<file path="config.mk">
export PLATFORM = sky130hd
export DESIGN_NAME = fp_align_stage
export DESIGN_NICKNAME = d
export VERILOG_FILES = /design/src/rtl/fp_align_stage.sv
export SDC_FILE = /design/constraint.sdc
export NUM_CORES = 1
export LEC_CHECK = 0
export ABC_AREA = 1
export CORE_MARGIN = 2
export CORE_UTILIZATION = 50
export CTS_CLUSTER_DIAMETER = 30
export DETAILED_ROUTE_END_ITERATION = 12
export PLACE_DENSITY = 0.79
export SYNTH_ARGS = -nofsm -noshare
export SYNTH_HDL_FRONTEND = slang
export SYNTH_SLANG_ARGS = --single-unit
</file>
<file path="constraint.sdc">
create_clock -name CLK -period 5.3 [get_ports CLK]
set_input_delay 1.59 -clock CLK [delete_from_list [all_inputs] [get_ports CLK]]
set_output_delay 1.59 -clock CLK [all_outputs]
set_load 0.05 [all_outputs]
</file>
<file path="src/rtl/fp_align_stage.sv">
// Two-stage FP32 adder front end: unpack/compare operands, then align the smaller mantissa with sticky.
// Optional macro FP_ALIGN_DENORM_EN keeps subnormals; when undefined, exp==0 operands flush to signed zero.
module fp_align_stage #(
  parameter int EXP_W = 8,
  parameter int MAN_W = 23,
  parameter int GRS_W = 3
) (
  input  logic                   CLK,
  input  logic                   RST,
  input  logic                   in_valid,
  output logic                   in_ready,
  input  logic [EXP_W+MAN_W:0]   OP_A,
  input  logic [EXP_W+MAN_W:0]   OP_B,
  input  logic                   op,
  output logic                   out_valid,
  input  logic                   out_ready,
  output logic                   OP_A_S,
  output logic                   OP_B_S,
  output logic                   op_q,
  output logic                   swap,
  output logic                   equal,
  output logic                   eff_sub,
  output logic [EXP_W-1:0]       exp_big,
  output logic [MAN_W+GRS_W:0]   man_big,
  output logic [MAN_W+GRS_W:0]   man_small
);

  localparam int          HW = MAN_W + 1;
  localparam int unsigned MW = MAN_W + 1 + GRS_W;

  // Right shift that folds every discarded bit into the LSB.
  function automatic logic [MW-1:0] align_sticky(input logic [MW-1:0] m,
                                                 input logic [EXP_W-1:0] sh);
    logic [MW-1:0] mask;
    logic [MW-1:0] r;
    if (32'(sh) >= MW) begin
      r    = '0;
      r[0] = |m;
    end else begin
      mask = ~({MW{1'b1}} << sh);
      r    = m >> sh;
      r[0] = r[0] | (|(m & mask));
    end
    return r;
  endfunction

  logic                   a_s, b_s;
  logic [EXP_W-1:0]       a_e, b_e, a_ee, b_ee;
  logic [MAN_W-1:0]       a_f, b_f;
  logic                   a_h, b_h;
  logic [EXP_W+MAN_W-1:0] a_key, b_key;

  assign a_s = OP_A[EXP_W+MAN_W];
  assign b_s = OP_B[EXP_W+MAN_W];
  assign a_e = OP_A[EXP_W+MAN_W-1 -: EXP_W];
  assign b_e = OP_B[EXP_W+MAN_W-1 -: EXP_W];
  assign a_h = |a_e;
  assign b_h = |b_e;

`ifdef FP_ALIGN_DENORM_EN
  assign a_f  = OP_A[MAN_W-1:0];
  assign b_f  = OP_B[MAN_W-1:0];
  assign a_ee = (a_e == '0) ? EXP_W'(1) : a_e;
  assign b_ee = (b_e == '0) ? EXP_W'(1) : b_e;
`else
  assign a_f  = (a_e == '0) ? '0 : OP_A[MAN_W-1:0];
  assign b_f  = (b_e == '0) ? '0 : OP_B[MAN_W-1:0];
  assign a_ee = a_e;
  assign b_ee = b_e;
`endif

  assign a_key = {a_e, a_f};
  assign b_key = {b_e, b_f};

  // Stage 1 next-state: magnitude order, exponent difference, unpacked mantissas
  logic             swap_p1_d, equal_p1_d;
  logic [EXP_W-1:0] exp_p1_d, diff_p1_d;
  logic [HW-1:0]    mbig_p1_d, msml_p1_d;

  always_comb begin
    swap_p1_d  = b_key > a_key;
    equal_p1_d = a_key == b_key;
    if (swap_p1_d) begin
      exp_p1_d  = b_ee;
      diff_p1_d = b_ee - a_ee;
      mbig_p1_d = {b_h, b_f};
      msml_p1_d = {a_h, a_f};
    end else begin
      exp_p1_d  = a_ee;
      diff_p1_d = a_ee - b_ee;
      mbig_p1_d = {a_h, a_f};
      msml_p1_d = {b_h, b_f};
    end
  end

  logic             vld_p1_q, a_s_p1_q, b_s_p1_q, op_p1_q, swap_p1_q, equal_p1_q;
  logic [EXP_W-1:0] exp_p1_q, diff_p1_q;
  logic [HW-1:0]    mbig_p1_q, msml_p1_q;

  logic             vld_p2_q, a_s_p2_q, b_s_p2_q, op_p2_q, swap_p2_q, equal_p2_q, eff_p2_q;
  logic [EXP_W-1:0] exp_p2_q;
  logic [MW-1:0]    mbig_p2_q, msml_p2_q;

  logic             s1_adv, s2_adv;
  logic             eff_p2_d;
  logic [MW-1:0]    mbig_p2_d, msml_p2_d;

  assign s2_adv   = ~vld_p2_q | out_ready;
  assign s1_adv   = ~vld_p1_q | s2_adv;
  assign in_ready = s1_adv;

  // Stage 2 next-state: alignment of the smaller operand
  assign eff_p2_d  = a_s_p1_q ^ b_s_p1_q ^ op_p1_q;
  assign mbig_p2_d = {mbig_p1_q, {GRS_W{1'b0}}};
  assign msml_p2_d = align_sticky({msml_p1_q, {GRS_W{1'b0}}}, diff_p1_q);

  always_ff @(posedge CLK) begin
    if (!RST) begin
      vld_p1_q   <= 1'b0;
      a_s_p1_q   <= 1'b0;
      b_s_p1_q   <= 1'b0;
      op_p1_q    <= 1'b0;
      swap_p1_q  <= 1'b0;
      equal_p1_q <= 1'b0;
      exp_p1_q   <= '0;
      diff_p1_q  <= '0;
      mbig_p1_q  <= '0;
      msml_p1_q  <= '0;
      vld_p2_q   <= 1'b0;
      a_s_p2_q   <= 1'b0;
      b_s_p2_q   <= 1'b0;
      op_p2_q    <= 1'b0;
      swap_p2_q  <= 1'b0;
      equal_p2_q <= 1'b0;
      eff_p2_q   <= 1'b0;
      exp_p2_q   <= '0;
      mbig_p2_q  <= '0;
      msml_p2_q  <= '0;
    end else begin
      if (s1_adv) begin
        vld_p1_q <= in_valid;
        if (in_valid) begin
          a_s_p1_q   <= a_s;
          b_s_p1_q   <= b_s;
          op_p1_q    <= op;
          swap_p1_q  <= swap_p1_d;
          equal_p1_q <= equal_p1_d;
          exp_p1_q   <= exp_p1_d;
          diff_p1_q  <= diff_p1_d;
          mbig_p1_q  <= mbig_p1_d;
          msml_p1_q  <= msml_p1_d;
        end
      end
      // Stage 2 holds its contents while downstream stalls
      if (s2_adv) begin
        vld_p2_q <= vld_p1_q;
        if (vld_p1_q) begin
          a_s_p2_q   <= a_s_p1_q;
          b_s_p2_q   <= b_s_p1_q;
          op_p2_q    <= op_p1_q;
          swap_p2_q  <= swap_p1_q;
          equal_p2_q <= equal_p1_q;
          eff_p2_q   <= eff_p2_d;
          exp_p2_q   <= exp_p1_q;
          mbig_p2_q  <= mbig_p2_d;
          msml_p2_q  <= msml_p2_d;
        end
      end
    end
  end

  assign out_valid = vld_p2_q;
  assign OP_A_S    = a_s_p2_q;
  assign OP_B_S    = b_s_p2_q;
  assign op_q      = op_p2_q;
  assign swap      = swap_p2_q;
  assign equal     = equal_p2_q;
  assign eff_sub   = eff_p2_q;
  assign exp_big   = exp_p2_q;
  assign man_big   = mbig_p2_q;
  assign man_small = msml_p2_q;

endmodule
</file>
Yosys cells after proc, flatten, opt, wreduce, memory -nomap -nowiden
Index checks and enable logic that the tools add are counted.
- input bits: 69
- logic and storage cells: 51
- bits in registers: 136
- mux-type cells: 7
- bitwise logic cells: 9
- $add $sub $neg: 2
- equality and inequality tests: 1
- reductions and logical operators: 8
- shifts and indexed selects: 2
- $lt $le $gt $ge: 2
- operators by type and width (cell ; count):
    $mux 24 ; 2
    $mux 23 ; 2
    $eq 31x31->1 ; 1
    $gt 31x31->1 ; 1
    $and 27x27->27 ; 1
    $mux 27 ; 1
    $not 27->27 ; 1
    $reduce_or 27->1 ; 1
    $shl 27x8->27 const A ; 1
    $shr 27x8->27 ; 1
    $reduce_or 24->1 ; 1
    $logic_not 8->1 ; 2
    $mux 8 ; 2
    $reduce_or 8->1 ; 2
    $sub 8x8->8 ; 2
    $ge 8x5->1 const B ; 1
    $reduce_and 2->1 ; 2
    $or 1x1->1 ; 3
    $not 1->1 ; 2
    $xor 1x1->1 ; 2

Longest topological paths before layout
Gate-level depths: netlist of the first run.
- depth after elaboration: 6
- mapped depth: 22
- depth with buffers taken out: 19

Worst setup path before layout of the first run
OpenSTA, ideal clock, no wires.
- path type: input -> register
- start: input OP_B[24]
- end: register exp_p1_q[1]
- library setup time: 0.132 ns
- path slack: 1.306 ns
- data arrival time: 3.862 ns
- path buffers: 3
- stages on the path: 17
- cells stage by stage: inv_1 -> nand3_1 -> nor4_2 -> buf_2 -> nor2_1 -> ha_1 -> nand2_1 -> nor2_1 -> nand4_1 -> nor3_2 -> nand3_2 -> nand2_1 -> buf_6 -> buf_6 -> nand2_2 -> nand3_2 -> a21oi_2
- cells in the longest elaborated chain, start to end: 4
- ends and longest elaborated chain (what ; line ; source):
    start, declared ; 13 ; input logic [EXP_W+MAN_W:0] OP_B,
    $logic_not 8->1 ; 67 ; assign b_f = (b_e == '0) ? '0 : OP_B[MAN_W-1:0];
    $mux 23 ; 67 ;
    $gt 31x31->1 ; 81 ; swap_p1_d = b_key > a_key;
    $mux 8 * ; 83 ; if (swap_p1_d) begin
    end signal, assigned ; 148 ; exp_p1_q <= exp_p1_d;
    end, declared ; 97 ; logic [EXP_W-1:0] exp_p1_q, diff_p1_q;
Every way passes the cells marked *; elsewhere a longest branch is shown, timed or not.
A chain may end at the register's enable or synchronous reset.

Worst setup path after layout of the first run
- start: input OP_A[24]
- end: register msml_p1_q[17]
- cells in the longest elaborated chain, start to end: 4
- ends and longest elaborated chain (what ; line ; source):
    start, declared ; 12 ; input logic [EXP_W+MAN_W:0] OP_A,
    $logic_not 8->1 ; 66 ; assign a_f = (a_e == '0) ? '0 : OP_A[MAN_W-1:0];
    $mux 23 ; 66 ;
    $gt 31x31->1 ; 81 ;
    $mux 24 * ; 83 ;
    end signal, assigned ; 151 ; msml_p1_q <= msml_p1_d;
    end, declared ; 98 ; logic [HW-1:0] mbig_p1_q, msml_p1_q;
Marked as above.

==> flow_summary.ini, run 1 <==
[status]
run_status = finished, final reports clean

[critical_path]
critical_path.top_delay_family = buffers and inverters
critical_path.reg2reg.endpoint = man_small[0]
reg2reg_setup_slack_ps = 2530
critical_path_buf_inv_count = 5
cpMaxStageDelayCell = sky130_fd_sc_hd__clkdlybuf4s50_1
required_ps = 5680
critPathKind = input port to register
cp-start-kind = input port
crit-reg2reg-launch = diff_p1_q[3]
critPathArrivalTime_ps = 5060
cp-startpoint = OP_A[24]
r2r.worst_path.cells = 12
list_of_cells_traversed_by_the_critical_path = clkdlybuf4s50_1 > inv_1 > nand4_1 > nor2_1 > inv_1 > nand2_1 > ha_1 > nand4_1 > nor4_1 > nand3_2 > nand2_2 > buf_4 > nand3_1 > nand3_1 > nand2_1 > inv_1
cp_max_fo = 26
critPathCaptureType = register
crit_path_frequent_cell = sky130_fd_sc_hd__inv_1
crit_end = msml_p1_q[17]
crit_path_max_incr_delay_ps = 560
critical_path_depth = 16

[synth]
synth-seq-cells = 136
postSynthCellCount = 1462
synth-warning-count = 0
yosys.area.top_type_share_pct = 29.94
synthDominantAreaCellType = sky130_fd_sc_hd__dfxtp_1
yosys.cell_types.count = 41
synthesis.area_mm2 = 0.009094
seq_area_frac_synth_pct = 29.94
post-synth-top-count-cell = sky130_fd_sc_hd__nand2_1
synth_cell_count_leaders = sky130_fd_sc_hd__nand2_1 (348), sky130_fd_sc_hd__nand3_1 (216), sky130_fd_sc_hd__nor2_1 (160), sky130_fd_sc_hd__inv_1 (154), sky130_fd_sc_hd__dfxtp_1 (136)
synthTopCellsByArea = sky130_fd_sc_hd__dfxtp_1 (30%), sky130_fd_sc_hd__nand2_1 (14%), sky130_fd_sc_hd__nand3_1 (12%), sky130_fd_sc_hd__nor2_1 (6.6%), sky130_fd_sc_hd__inv_1 (6.4%)
primary_flip_flop_cell_chosen_by_synthesis_mapping = sky130_fd_sc_hd__dfxtp_1
syn_avg_cell_area_um2 = 6.220
postSynth.asyncResetShare_pct = 0
synth_edf_count = 0

[power]
power.static_leakage_uw = 0.005286
post-layout-total-power_uw = 3278
ir_worst_vdd_v = 0.0002432
power_density_mw_per_mm2 = 298.4

[grt]
gr-usage-all-layers_pct = 28.02
grt_first_pass_wirelength_um = 44930
remaining_global_route_overflow = 0
antenna_violations_before_repair = 0
grt_max_degree = 102
grt_pass1_vias = 9146

[detailed_routing]
viasPerCell = 5.554
detail_route.iter0.violations = 903
post_detailed_route_count_of_antenna_violating_nets = 0
dr.pass1.iters = 6
detail_route.drc_violations = 0
num_vias = 9847
post_drt_wl_per_cell_um = 15.31
drt-total-wl_um = 27150

[timing]
fin_setup_tns_ps = 0
report.final.setup_viol = 0
worst_pin_slew_ps = 1042
final_critical_path_setup_slack_ps = 619.3
slew_headroom_pct = 30.09
final_hold_viol_count = 0
final_period_demand_of_the_worst_path_ps = 4681
fin_crit_share_pct = 88.32
rsz0062_at_grt = no
timing.hold.ws_ps = 462.3
finalMaxSlewViolations = 0
max_clock_freq_ghz = 0.2136
worst_clock_skew_ps = 8.257

[placement]
detailedPlacementHpwl_um = 18780
dpl.cell_count = 1741
port_buffers = 135
place_ws_ps = 234.8
place_congestion = 0.9344

[clock_network]
htreeDepth = 4
tritoncts = yes
cts.sink_count = 136
cts.reportedPaths.clkPinSlew_ps = 70
clock_insertion_delay_worst_skew_ps = 430
cts_buffers = 17
cts_setup_buffers = 0
clock_tree.buffer_depth = 2
ctsRootBufferMaster = sky130_fd_sc_hd__clkbuf_16
hold_buffers = 0
cts_resized = 0

[floorplanning]
num_rows = 49
die_y_um = 138.9
initial_core_utilization_pct = 50.80
io-pin-count = 139
dieWidth_um = 138.9
die_area_mm2 = 0.01928
fp.coreArea_mm2 = 0.01790

[run]
cap_violations = 0

[final_layout]
final_net_count = 1640
layout-drive-gt1-share_pct = 5.311
antenna_cells = 0
syn2layout_area_growth_pct = 20.78
layout.cells.non_filler = 1773

[hold_path]
worst_hold_path_type = register to register
-- how the worst min path moves through the flow --
stage / start / end / slack (ps) / depth (start not counted)
2_1_floorplan: exp_p1_q[0] / exp_p1_q[0] / 450 / 2
3_3_place_gp: man_small[8] / man_small[8] / 450 / 2
3_5_place_dp: man_small[5] / man_small[5] / 450 / 2
4_1_cts: man_small[5] / man_small[5] / 460 / 2
5_1_grt: man_small[20] / man_small[20] / 480 / 2
6_report: man_small[17] / man_small[17] / 460 / 2
-- logic make-up (layout without fill, tap and decap cells) --
logic type / count (synthesis) / after routing / synth area share (%)
buffers and inverters: 272 / 352 / 12.42
AOI/OAI and AO/OA: 190 / 190 / 11.43
and+or+nand+nor: 809 / 809 / 39.13
xor gates and xnor gates: 13 / 13 / 1.252
muxes: 1 / 1 / 0.1101
DFF: 136 / 136 / 29.94
adders and majority gates: 40 / 40 / 5.669
other: 1 / 3 / 0.04124
-- worst register-to-register path, stage by stage (launching register included) --
cell	delay (ps)
sky130_fd_sc_hd__dfxtp_1	990
sky130_fd_sc_hd__inv_2	480
sky130_fd_sc_hd__nand2_1	370
sky130_fd_sc_hd__nand2_1	120
sky130_fd_sc_hd__o21ai_1	140
sky130_fd_sc_hd__nand2_1	70
sky130_fd_sc_hd__nand2_1	70
sky130_fd_sc_hd__nor2_1	30
sky130_fd_sc_hd__nand2_1	70
sky130_fd_sc_hd__nor2_1	50
sky130_fd_sc_hd__nand2_1	70
sky130_fd_sc_hd__nand2_1	50
sky130_fd_sc_hd__a21oi_1	150
-- cell type report --
cell class / instances / area (um^2)
clock buffer: 17 / 425.4
clock inverter: 15 / 156.4
fill: 1716 / 6919
inverter: 169 / 635.6
multi-input combinational: 1056 / 5265
sequential: 136 / 2723
tap: 229 / 286.5
timing repair buffer: 151 / 1491
-- sequential cells by signal, indices dropped and copies added, names as in the netlist, 8 cells and up --
| name | flops |
|---|---|
| diff_p1_q | 8 |
| exp_big | 8 |
| exp_p1_q | 8 |
| man_big | 24 |
| man_small | 27 |
| mbig_p1_q | 24 |
| msml_p1_q | 24 |
-- metal layers --
metal | share of wire (%) | vias up | track usage (%) | wire, um
li1 | - | 4895 | - | -
met1 | 44 | 4483 | 36.92 | 11830
met2 | 47 | 405 | 46.25 | 12630
met3 | 7.1 | 64 | 4.662 | 1931
met4 | 2.8 | 0 | 10.47 | 758
met5 | 0 | - | 0 | 0
-- per-stage QoR --
stage                     utilization (%)  instance area (um^2)
after floorplan                         -                  9101
after global placement              58.10                 10400
after detailed placement            58.10                 10400
after CTS                           61.35                 10980
after global routing                61.35                 10980
final                               61.35                 10980
-- power breakdown --
| part | total, uW | internal (uW) | switching, uW |
|---|---|---|---|
| Sequential | 1160 | 1100 | 65.7 |
| Combinational | 941 | 324 | 617 |
| Clock | 1170 | 625 | 547 |
-- layout by cell type, fill, tap and decap left out, types with 4 or more instances in the layout --
| master | n |
|---|---|
| sky130_fd_sc_hd__nand2_1 | 345 |
| sky130_fd_sc_hd__nand3_1 | 216 |
| sky130_fd_sc_hd__nor2_1 | 160 |
| sky130_fd_sc_hd__inv_1 | 154 |
| sky130_fd_sc_hd__dfxtp_1 | 136 |
| sky130_fd_sc_hd__clkdlybuf4s50_1 | 134 |
| sky130_fd_sc_hd__a21oi_1 | 65 |
| sky130_fd_sc_hd__nand4_1 | 64 |
| sky130_fd_sc_hd__o21ai_0 | 64 |
| sky130_fd_sc_hd__ha_1 | 38 |
| sky130_fd_sc_hd__o21ai_1 | 26 |
| sky130_fd_sc_hd__clkbuf_16 | 17 |
| sky130_fd_sc_hd__buf_4 | 14 |
| sky130_fd_sc_hd__o211ai_1 | 13 |
| sky130_fd_sc_hd__inv_2 | 11 |
| sky130_fd_sc_hd__o21a_1 | 9 |
| sky130_fd_sc_hd__nand2_2 | 9 |
| sky130_fd_sc_hd__xnor2_1 | 8 |
| sky130_fd_sc_hd__xor2_1 | 5 |
| sky130_fd_sc_hd__inv_6 | 5 |
| sky130_fd_sc_hd__nand3_2 | 4 |
Note: power is estimated with default switching activity, not from simulation.
==> run 2: changes to the inputs <==
--- a/config.mk
+++ b/config.mk
@@ -6,10 +6,12 @@
 export NUM_CORES = 1
 export LEC_CHECK = 0
 export ABC_AREA = 1
+export CAP_MARGIN = 0
 export CORE_MARGIN = 2
 export CORE_UTILIZATION = 50
 export CTS_CLUSTER_DIAMETER = 30
 export DETAILED_ROUTE_END_ITERATION = 12
+export MAX_ROUTING_LAYER = met4
 export PLACE_DENSITY = 0.79
 export SYNTH_ARGS = -nofsm -noshare
 export SYNTH_HDL_FRONTEND = slang
==> flow_summary.ini, run 2 (synthesis results as in run 1) <==
[status]
run_status = finished, final reports clean

[clock_network]
cts.reportedPaths.clkPinSlew_ps = 70
cts.sink_count = 136
ctsRootBufferMaster = sky130_fd_sc_hd__clkbuf_16
cts_buffers = 17
tritoncts = yes
hold_buffers = 0
clock_insertion_delay_worst_skew_ps = 430
htreeDepth = 4
cts_resized = 0
cts_setup_buffers = 0
clock_tree.buffer_depth = 2

[final_layout]
mostFrequentLayoutCell = sky130_fd_sc_hd__nand2_1
largest_reg_flops = 27
final_net_count = 1641
final_cell_mix = sky130_fd_sc_hd__nand2_1 (345), sky130_fd_sc_hd__nand3_1 (216), sky130_fd_sc_hd__nor2_1 (160)
regArea_mm2 = 0.002723
multi_input_comb_area_mm2 = 0.005265
post-route-util_pct = 61.41
antenna_cells = 0
layout-drive-gt1-share_pct = 5.372
num-fill-cells = 1697
syn2layout_area_growth_pct = 20.89

[detailed_routing]
viasPerCell = 5.546
num_vias = 9839
detail_route.drc_violations = 0
detail_route.iter0.violations = 774
post_detailed_route_count_of_antenna_violating_nets = 0
post_drt_wl_per_cell_um = 15.43
dr.pass1.iters = 6
drt-total-wl_um = 27380

[timing]
fin_setup_tns_ps = 0
slew_headroom_pct = 32.62
max_clock_freq_ghz = 0.2149
worst_pin_slew_ps = 1005
rsz0062_at_grt = no
fin_crit_share_pct = 87.78
final_period_demand_of_the_worst_path_ps = 4653
report.final.setup_viol = 0
final_hold_viol_count = 0
worst_clock_skew_ps = 8.217
finalMaxSlewViolations = 0

[power]
switching_fraction_of_total_power_pct = 37.38
p_clk_share_pct = 35.5
power.sequential.fraction_pct = 35.4
power.static_leakage_uw = 0.005292
power.combinational.fraction_pct = 29.1
power_density_mw_per_mm2 = 297.7
p_switching_uw = 1223
ir_worst_vdd_v = 0.0002216
intPower_uw = 2049

[critical_path]
critPathArrivalTime_ps = 3060
required_ps = 3710
cp-start-kind = input port
cp_max_fo = 3
critPathKind = input port to output pin
cp-startpoint = out_ready
critPathCaptureType = output pin
crit-reg2reg-launch = diff_p1_q[7]

[floorplanning]
die_y_um = 138.9
die_area_mm2 = 0.01928
fp.coreArea_mm2 = 0.01790
num_rows = 49
initial_core_utilization_pct = 50.80
dieWidth_um = 138.9
io-pin-count = 139

[placement]
port_buffers = 135
detailedPlacementHpwl_um = 19110
place_congestion = 0.9343

[hold_path]
worst_hold_path_type = register to register
hold_path.startpoint = man_small[17]

[grt]
gr-usage-all-layers_pct = 29.19
grt_first_pass_wirelength_um = 45280
grt_max_degree = 102
antenna_violations_before_repair = 0
remaining_global_route_overflow = 0
grt_pass1_vias = 8994

[run]
cap_violations = 0
run 2: critical path, cell delays in order:
cell                              delay (ps)
sky130_fd_sc_hd__clkdlybuf4s50_1         470
sky130_fd_sc_hd__inv_1                    50
sky130_fd_sc_hd__nand3_1                 120
sky130_fd_sc_hd__clkdlybuf4s50_1         820
run 2: stage by stage:
| stage | cell area (um^2) | power, uW | hold slack (ps) | setup slack, ps | instances |
|---|---|---|---|---|---|
| after floorplan | 9101 | 1854 | 453.3 | 1306 | 1464 |
| after global placement | 10420 | 2107 | 452.2 | 390.3 | 1742 |
| after detailed placement | 10420 | 2117 | 456.5 | 298.3 | 1742 |
| after CTS | 10990 | 3277 | 467.2 | 635.4 | 1774 |
| after global routing | 10990 | 3447 | 489.1 | 352.9 | 1774 |
| final | 10990 | 3272 | 461.7 | 647.4 | 1774 |
run 2: path summary, 6_finish.rpt:
kind | end | slack, ps | cells after the start
min | man_small[17] | 460 | 2
min reg2reg | man_small[17] | 460 | 2
max reg2reg | man_small[1] | 2610 | 10
max | in_ready | 650 | 4
run 2: cell type report:
| class | count | area share (%) |
|---|---|---|
| sequential | 136 | 24.77 |
| clock inverter | 15 | 1.332 |
| tap | 229 | 2.606 |
| clock buffer | 17 | 3.870 |
| inverter | 169 | 5.782 |
| timing repair buffer | 152 | 13.75 |
| multi-input combinational | 1056 | 47.89 |
run 2: metal layers:
layer / vias to the layer above / track usage [%] / routed length, um / part of all wire [%]
met5: - / - / 0 / 0
li1: 4893 / - / - / -
met1: 4502 / 37.89 / 12080 / 44
met2: 385 / 47.03 / 12920 / 47
met4: 0 / 10.31 / 828 / 3.0
met3: 59 / 3.695 / 1548 / 5.7
run 2: power by group through the flow:
stage	Sequential [uW]	Combinational [uW]	Clock, uW
floorplan	1260	591	0
global placement	1180	929	0
detailed placement	1180	938	0
CTS	1160	944	1180
global route	1170	1060	1220
finish	1160	952	1160
